**config.mk**
```make
export PLATFORM = sky130hd
export DESIGN_NAME = cdp_access_ctrl
export DESIGN_NICKNAME = d
export VERILOG_FILES = /design/src/rtl/cdp_access_ctrl.sv
export SDC_FILE = /design/constraint.sdc
export NUM_CORES = 1
export LEC_CHECK = 0
export BUFFER_PORTS_ARGS = -buffer_cell sky130_fd_sc_hd__buf_4
export CAP_MARGIN = 20
export CORE_ASPECT_RATIO = 0.6
export CORE_MARGIN = 2
export CORE_UTILIZATION = 40
export CTS_CLUSTER_DIAMETER = 100
export DETAILED_ROUTE_END_ITERATION = 16
export GPL_ROUTABILITY_DRIVEN = 0
export PLACE_DENSITY = 0.72
export SYNTH_ARGS = -nofsm -noshare
export SYNTH_HDL_FRONTEND = slang
export SYNTH_SLANG_ARGS = --single-unit
```
**constraint.sdc**
```tcl
create_clock -name tck -period 5.7 [get_ports tck]
set_input_delay 0.285 -clock tck [delete_from_list [all_inputs] [get_ports tck]]
set_output_delay 0.285 -clock tck [all_outputs]
set_load 0.01 [all_outputs]
```
**src/rtl/cdp_access_ctrl.sv**
```systemverilog
// Core Debug Port access controller.
// Accepts one decoded CDPACC command per Update-DR pulse, holds the SELECT and
// TADDR registers, runs a single-outstanding debug bus transaction for DTR
// accesses (with a timeout), and presents {ack, result} for the next Capture-DR.
module cdp_access_ctrl #(
    parameter int unsigned ADDR_W   = 32,
    parameter int unsigned TIMEOUT  = 256,
    parameter int unsigned ADDR_INC = 4
) (
    input  logic              tck,
    input  logic              trst,
    input  logic              cmd_valid,
    input  logic              cmd_wr,
    input  logic [2:0]        cmd_op,
    input  logic [31:0]       cmd_data,
    output logic              bus_req,
    output logic              bus_we,
    output logic [ADDR_W-1:0] bus_addr,
    output logic [31:0]       bus_wdata,
    input  logic [31:0]       bus_rdata,
    input  logic              bus_ready,
    input  logic              bus_err,
    output logic [31:0]       result,
    output logic [3:0]        ack,
    output logic              overrun,
    output logic              busy
);

    localparam int unsigned CNT_W = $clog2(TIMEOUT);

    localparam logic [3:0] ACK_OK      = 4'b0001;
    localparam logic [3:0] ACK_WAIT    = 4'b0010;
    localparam logic [3:0] ACK_FAULT   = 4'b0100;
    localparam logic [3:0] ACK_INVALID = 4'b1000;

    typedef enum logic [2:0] {
        OP_SELECT = 3'd0,
        OP_TADDR  = 3'd1,
        OP_DTR    = 3'd2
    } op_e;

    typedef enum logic {
        S_IDLE = 1'b0,
        S_BUS  = 1'b1
    } state_e;

    state_e             state_q, state_d;
    logic [CNT_W-1:0]   cnt_q, cnt_d;
    logic [31:0]        sel_q, sel_d;
    logic [ADDR_W-1:0]  taddr_q, taddr_d;
    logic               we_q, we_d;
    logic [ADDR_W-1:0]  addr_q, addr_d;
    logic [31:0]        wdata_q, wdata_d;
    logic [31:0]        result_q, result_d;
    logic [3:0]         ack_q, ack_d;
    logic               ovr_q, ovr_d;

    // Register all controller state; trst clears everything asynchronously,
    // which also drops an in-flight bus request without recording completion.
    always_ff @(posedge tck or posedge trst) begin
        if (trst) begin
            state_q  <= S_IDLE;
            cnt_q    <= '0;
            sel_q    <= '0;
            taddr_q  <= '0;
            we_q     <= 1'b0;
            addr_q   <= '0;
            wdata_q  <= '0;
            result_q <= '0;
            ack_q    <= ACK_OK;
            ovr_q    <= 1'b0;
        end else begin
            state_q  <= state_d;
            cnt_q    <= cnt_d;
            sel_q    <= sel_d;
            taddr_q  <= taddr_d;
            we_q     <= we_d;
            addr_q   <= addr_d;
            wdata_q  <= wdata_d;
            result_q <= result_d;
            ack_q    <= ack_d;
            ovr_q    <= ovr_d;
        end
    end

    // Next-state: command decode in IDLE, completion/timeout/overrun in BUS.
    always_comb begin
        state_d  = state_q;
        cnt_d    = cnt_q;
        sel_d    = sel_q;
        taddr_d  = taddr_q;
        we_d     = we_q;
        addr_d   = addr_q;
        wdata_d  = wdata_q;
        result_d = result_q;
        ack_d    = ack_q;
        ovr_d    = ovr_q;

        case (state_q)
            S_IDLE: begin
                if (cmd_valid) begin
                    case (cmd_op)
                        OP_SELECT: begin
                            ack_d = ACK_OK;
                            if (cmd_wr) begin
                                sel_d = cmd_data;
                                if (cmd_data[31]) begin
                                    ovr_d = 1'b0;
                                end
                            end else begin
                                result_d = sel_q;
                            end
                        end
                        OP_TADDR: begin
                            ack_d = ACK_OK;
                            if (cmd_wr) begin
                                taddr_d = ADDR_W'(cmd_data);
                            end else begin
                                result_d = 32'(taddr_q);
                            end
                        end
                        OP_DTR: begin
                            state_d = S_BUS;
                            cnt_d   = '0;
                            addr_d  = taddr_q;
                            we_d    = cmd_wr;
                            if (cmd_wr) begin
                                wdata_d = cmd_data;
                            end
                            ack_d   = ACK_WAIT;
                        end
                        default: begin
                            ack_d = ACK_INVALID;
                        end
                    endcase
                end
            end
            S_BUS: begin
                cnt_d = cnt_q + 1'b1;
                if (cmd_valid) begin
                    ovr_d = 1'b1;
                end
                // A response on the final timeout cycle still counts as completion.
                if (bus_ready) begin
                    state_d = S_IDLE;
                    if (bus_err) begin
                        ack_d = ACK_FAULT;
                    end else begin
                        ack_d = ACK_OK;
                        if (!we_q) begin
                            result_d = bus_rdata;
                        end
                        if (sel_q[0]) begin
                            taddr_d = taddr_q + ADDR_W'(ADDR_INC);
                        end
                    end
                end else if (cnt_q == CNT_W'(TIMEOUT - 1)) begin
                    state_d = S_IDLE;
                    ack_d   = ACK_FAULT;
                end
            end
            default: begin
                state_d = S_IDLE;
            end
        endcase
    end

    // bus_req and busy are the same condition: a transaction is outstanding.
    always_comb begin
        bus_req   = (state_q == S_BUS);
        busy      = (state_q == S_BUS);
        bus_we    = we_q;
        bus_addr  = addr_q;
        bus_wdata = wdata_q;
        result    = result_q;
        ack       = ack_q;
        overrun   = ovr_q;
    end

endmodule
```
==> results of run 1 <==
==> worst register-to-register path, cell delays in order (launching register included) <==
cell and delay [ns]:
dfrtp_4 0.88, buf_4 0.56, nand4b_1 0.46, o21ai_2 0.43, buf_4 0.33, o22ai_1 0.11
a31o_1 0.21, a41oi_1 0.15
==> worst min-delay path by stage <==
stage | slack, ns | depth (start not counted) | startpoint | to
floorplan | 0.42 | 1 | cmd_data[0] | taddr_q[0]
global placement | 0.46 | 2 | bus_addr[29] | bus_addr[29]
detailed placement | 0.47 | 2 | bus_addr[26] | bus_addr[26]
CTS | 0.08 | 2 | cmd_data[1] | taddr_q[1]
global route | 0.03 | 2 | trst | bus_wdata[30]
finish | 0.01 | 2 | trst | bus_wdata[30]
==> power by group <==
group	internal, W	switching, W
Clock	0.000629	0.000511
Sequential	0.00159	0.000300
Combinational	0.000566	0.000505
Total	0.00279	0.00132
==> metrics by stage <==
step | hold WS [ns] | total power (W) | cells | worst slack (ns) | utilization, %
3_5_place_dp | 0.4653 | 0.002996 | 1189 | 2.504 | 48.09
6_report | 0.009501 | 0.004105 | 1221 | 2.480 | 50.94
3_3_place_gp | 0.4612 | 0.002953 | 1189 | 2.630 | 48.09
4_1_cts | 0.08242 | 0.004142 | 1221 | 2.478 | 50.94
5_1_grt | 0.02980 | 0.004364 | 1221 | 2.249 | 50.94
2_1_floorplan | 0.4167 | 0.002423 | 788 | 0.6715 | -
==> layout by cell type (no fill, tap or decap), types with 4 or more instances in the layout <==
cell type	instances
or3_1	8
dfrtp_1	173
o22ai_1	16
mux2i_1	38
nand4_1	11
clkbuf_16	17
mux2_2	65
and3_1	10
nand3_1	14
a21oi_1	48
nor3_1	11
nand3_2	4
nand2b_1	4
buf_4	183
nor2_1	53
o21ai_0	57
a311oi_1	5
inv_1	4
a211oi_1	6
clkinv_4	4
nand2_1	146
nor3b_1	5
==> registers in the layout, indices dropped and copies added, names as in the netlist <==
signal / flops
ack: 4
bus_addr: 32
bus_req: 1
bus_wdata: 32
bus_we: 1
cnt_q: 8
overrun: 1
result: 32
sel_q: 32
taddr_q: 32
==> per-layer routing <==
layer  part of all wire, %  track usage, %  up-vias
li1                      -               -     3072
met1                    50           31.82     3161
met2                    41           29.58      237
met3                   7.8           6.436       18
met4                   1.0           4.934        0
met5                     0               0        -
==> final cells by class <==
type	instances	share of cell area, %
Tap cell	273	3.366
Multi-Input combinational cell	553	34.03
Clock buffer	21	4.538
Timing Repair Buffer	183	13.54
Sequential cell	175	43.21
Clock inverter	11	1.060
Inverter	5	0.2589
==> kinds of logic after synthesis <==
| logic type | synth area share, % |
|---|---|
| AO/OA/AOI/OAI | 11.73 |
| adder cells (fa/ha/maj) | 0.3095 |
| buffers and inverters | 3.497 |
| AND/OR/NAND/NOR | 16.14 |
| XOR/XNOR | 0.1083 |
| multiplexers | 14.04 |
| flip-flops | 54.18 |
==> impl_results.md, run 1 <==
* Share of post-route cells with drive strength above 1 at 31.43%
* Hold buffer count at cts at 0
* CP Launch Type: flop
* Hpwl dp at 15,180 um
* Worst-Skew Late Latency at about 0.44 ns
* Drt wl/cell at roughly 18 um
* Yosys top cell area share at 53.85%
* Sequential share of the synthesized area at 54.18%
* Antenna-violating nets left at 0
* RSZ-0062 raised after global routing: false
* Total GRT Usage at 21.11%
* DIE WIDTH at 187.5 um
* Crit Path Category: reg2reg
* CTS root buf: clkbuf_16
* Initial antenna violation count at 0
* Worst EP arrival at 3.57 ns
* Lkg Pwr at around 4.7 nW
* CP endpoint: taddr_q[21]
* Placed cell area at 9579 um2
* Final instance area at 10,150 um2
* Reg clk slew, reported paths at 0.07 ns
* Final nets at 1,010
* Synth top area cells: dfrtp_1, mux2_2, nand2_1
* Status: finished clean
* Max cap viols at 0
* Pwr dens at 404.5 nW/um2
* Mean Syn Cell Area at 10.26 um2
* FF-to-FF path depth at 7
* Critical Path Fanout Max at 66
* Max_slew headroom at about a third
* Number of global-route vias before repair at 6,336
* Num ports at 177
* Worst r2r dst: taddr_q[21]
* H-tree depth at 4
* Num rows at 40
* CTS buffer count at 17
* Critical path's largest stage delay at roughly 0.9 ns
* Number of synthesized flops with an enable pin at 0
* Area of the die at between 20,000 and 25,000 um2
* Final Skew at 0.009758 ns
* Clock Sinks at 175
* Residual DRC count at 0
* Synthesis-to-finish area growth at 25.50%
* Main flop type after synthesis: dfrtp_1
* Most frequent CP cell: buf_4
* Core area at roughly 20,000 um2
* Worst setup path startpoint: bus_req
* Remaining global-route overflow at 0
* First DRT Iteration DRCs at 382
* Fill cell count at 1,859
* CP bufs+invs at 2
* Die height at approximately 110 um
* Syn Std Cell Area at between 8000 and 9000 um2
* Worst path slowest cell: dfrtp_4
* Final setup fails at 0
* WP data required at 6.05 ns
* Syn. warnings at 0
* Post-synth top area cell: dfrtp_1
* Top cells by count, synth: dfrtp_1, nand2_1, mux2_2
* First drt pass iteration count at 5
* Largest buffer count on any clock path at 2
* Minimum clock period at 3.220 ns
* Ant. Diodes at 0
* Seq cells post-synth at 175
* Crit path max-delay family: compound AO/OA/AOI/OAI gates
* CTS tree: yes
* Final Max Tran Viols at 0
* Highest Clock Rate at 310.6 MHz
* Most common cell in the netlist: dfrtp_1
* Register area at 4384 um2
* Async set or reset register ratio after synthesis at 100.0%
* Starting Density at 40.59%
* Largest net degree at the start of global routing at 131
* First-pass GRT wire length at around 35,000 um
* Worst-Margin Slew at slightly below 1 ns
* Worst R2R Start: bus_req
* Crit-path cells: buf_4 > nand4b_1 > o21ai_2 > buf_4 > o22ai_1 > a31o_1 > a41oi_1
* Hold crit path type: in2async
* Hold Vio Cnt, Final at 0
* Via/cell ratio at 5.314
* Post-CTS Setup Inserts at 0
* Setup crit end kind: flop
* Total negative slack at 0 ns
* Period utilization at 56.48%
* Vias at 6,488
* Cell variety after synth at 63
* Reg2reg setup slack at 2.48 ns
* # resized after CTS at 0
* Worst path depth at 7
* Multi-input gate area at 3453 um2
* Port-buffer cells at 176
* Synthesized Nets at 863
* Maximum vdd drop at 228.9 uV
* Cells after Synth at about 790
* Routed WL at between 20,000 and 25,000 um
No activity file was read; power rests on OpenSTA's default activity.
==> run 2: changes to the inputs <==
==> constraint.sdc (replaced) <==
create_clock -name tck -period 3.1 [get_ports tck]
set_input_delay 0.155 -clock tck [delete_from_list [all_inputs] [get_ports tck]]
set_output_delay 0.155 -clock tck [all_outputs]
set_load 0.01 [all_outputs]
==> impl_results.md, run 2 (synthesis gave the netlist of run 1 again) <==
* Worst-Skew Late Latency at 0.44 ns (about the same)
* Hold Vio Cnt, Final at 0 (unchanged)
* CTS tree: yes (unchanged)
* Clock Sinks at 175 (unchanged)
* Final instance area at 10,650 um2 (was 10,150 um2)
* Largest buffer count on any clock path at 2 (unchanged)
* CP Launch Type: flop (unchanged)
* Port-buffer cells at 176 (unchanged)
* Ant. Diodes at 0 (unchanged)
* WP data required at 3.41 ns (was 6.05 ns)
* Area of the die at 21,400 um2 (unchanged)
* Total GRT Usage at 21.77% (was 21.11%)
* Final Max Tran Viols at 0 (unchanged)
* Num ports at 177 (unchanged)
* Final core utilization at 53.45% (was 50.94%)
* Final Skew at 0.01075 ns (was 0.009758 ns)
* Largest net degree at the start of global routing at 92 (was 131)
* Final nets at 1,057 (was 1,010)
* Total negative slack at 0 ns (unchanged)
* First DRT Iteration DRCs at 437 (was 382)
* Place WS at 0.5732 ns (was 2.504 ns)
* Vias at 6,713 (was 6,488)
* Placed cell area at 9663 um2 (was 9579 um2)
* Most frequent cells in the layout: buf_4, dfrtp_1, nand2_1 (unchanged)
* DIE WIDTH at 187.5 um (unchanged)
* Num rows at 40 (unchanged)
* H-tree depth at 4 (unchanged)
* Crit Path Category: reg2reg (unchanged)
* Max cap viols at 0 (unchanged)
* Via/cell ratio at 5.303 (was 5.314)
* Pwr dens at 730.1 nW/um2 (was 404.5 nW/um2)
* Synthesis-to-finish area growth at 31.68% (was 25.50%)
* Reg clk slew, reported paths at 0.06 ns (was 0.07 ns)
* Setup crit end kind: flop (unchanged)
* Routed WL at 22,590 um (was 21,730 um)
* Lkg Pwr at 4.949 nW (was 4.728 nW)
* Highest Clock Rate at 390.2 MHz (was 310.6 MHz)
* Period utilization at 82.68% (was 56.48%)
* Hold WS at 0.01047 ns (was 0.009501 ns)
* RSZ-0062 raised after global routing: false (unchanged)
* CTS buffer count at 17 (unchanged)
* Residual DRC count at 0 (unchanged)
* Hpwl dp at 15,520 um (was 15,180 um)
* Hold crit path type: in2reg (was in2async)
* Worst EP arrival at 2.88 ns (was 3.57 ns)
* Commonest non-fill, non-tap cell in the layout: buf_4 (unchanged)
* Critical Path Fanout Max at 33 (was 66)
* Final setup fails at 0 (unchanged)
* CTS root buf: clkbuf_16 (unchanged)
* Post-CTS Setup Inserts at 0 (unchanged)
* Starting Density at 40.59% (unchanged)
* Share of post-route cells with drive strength above 1 at 31.02% (was 31.43%)
* Drt wl/cell at 17.85 um (was 17.80 um)
* Die height at 114.1 um (unchanged)
* Max_slew headroom at 35.76% (was 34.37%)
* Worst-Margin Slew at 0.9636 ns (was 0.9810 ns)
* First-pass GRT wire length at 36,410 um (was 35,230 um)
* Remaining global-route overflow at 0 (unchanged)
* Initial antenna violation count at 0 (unchanged)
* Final setup margin at 0.5369 ns (was 2.480 ns)
* Maximum vdd drop at 402.5 uV (was 228.9 uV)
* Number of global-route vias before repair at 6,586 (was 6,336)
* Status: finished clean (unchanged)
* Antenna-violating nets left at 0 (unchanged)
* Minimum clock period at 2.563 ns (was 3.220 ns)
* Core area at 19,920 um2 (unchanged)
* First drt pass iteration count at 5 (unchanged)
==> run 2: cell types whose count changed in the layout (fill, tap and decap cells not counted), moves of 2 or more <==
cell | previous run | this run
dlygate4sd3_1 | 0 | 37
bufinv_16 | 1 | 3
clkbuf_1 | 2 | 0
clkbuf_8 | 2 | 4
clkinv_4 | 4 | 1
buf_4 | 183 | 192
==> run 2: path summary, 6_finish.rpt <==
check	from	to	slack (ns)	cells past startpoint
worst max-delay path	bus_req	bus_wdata[13]	0.54	4
worst min-delay path	bus_rdata[26]	result[26]	0.01	3
worst max register to register	bus_req	bus_wdata[13]	0.54	4
worst min register to register	bus_addr[11]	bus_addr[11]	0.48	2
max in group asynchronous	trst	bus_wdata[30]	1.90	4
min in group asynchronous	trst	result[22]	0.36	3
==> run 2: layout make-up <==
cell class                      instances  area, um2
Fill cell                            1820       9273
Sequential cell                       175       4384
Multi-Input combinational cell        553       3453
Timing Repair Buffer                  230       1832
Clock buffer                           21      480.5
Tap cell                              273      341.6
Clock inverter                          9      132.6
Inverter                                5      22.52
==> run 2: metrics by stage <==
| stage | total power (W) | std cells |
|---|---|---|
| finish | 0.007773 | 1266 |
| global route | 0.008235 | 1266 |
| CTS | 0.007824 | 1265 |
| detailed placement | 0.005512 | 1199 |
| global placement | 0.005442 | 1199 |
| floorplan | 0.004456 | 788 |
==> run 2: critical path, cell delays in order, from the launching register on <==
cell and delay [ns]:
dfrtp_4 0.61, nor2b_1 0.49, and3_1 0.28, nand2_2 0.54, mux2_2 0.50
==> run 2: report_power, final <==
group / internal, W / total (W) / switching, W
clock network: 0.00135 / 0.00226 / 0.000912
registers: 0.00293 / 0.00348 / 0.000546
logic: 0.00108 / 0.00204 / 0.000956
==> run 2: repair_timing <==
action	in CTS	in global routing
hold buffers	36	1
resized for setup	0	0
hold endpoints to repair	91	1
==> run 2: routing by layer <==
layer | track usage, % | wire (um) | share of wire, %
met1 | 31.92 | 11110 | 49
met2 | 31.51 | 9464 | 42
met3 | 6.773 | 1823 | 8.1
met4 | 5.092 | 194 | 0.86
met5 | 0 | 0 | 0
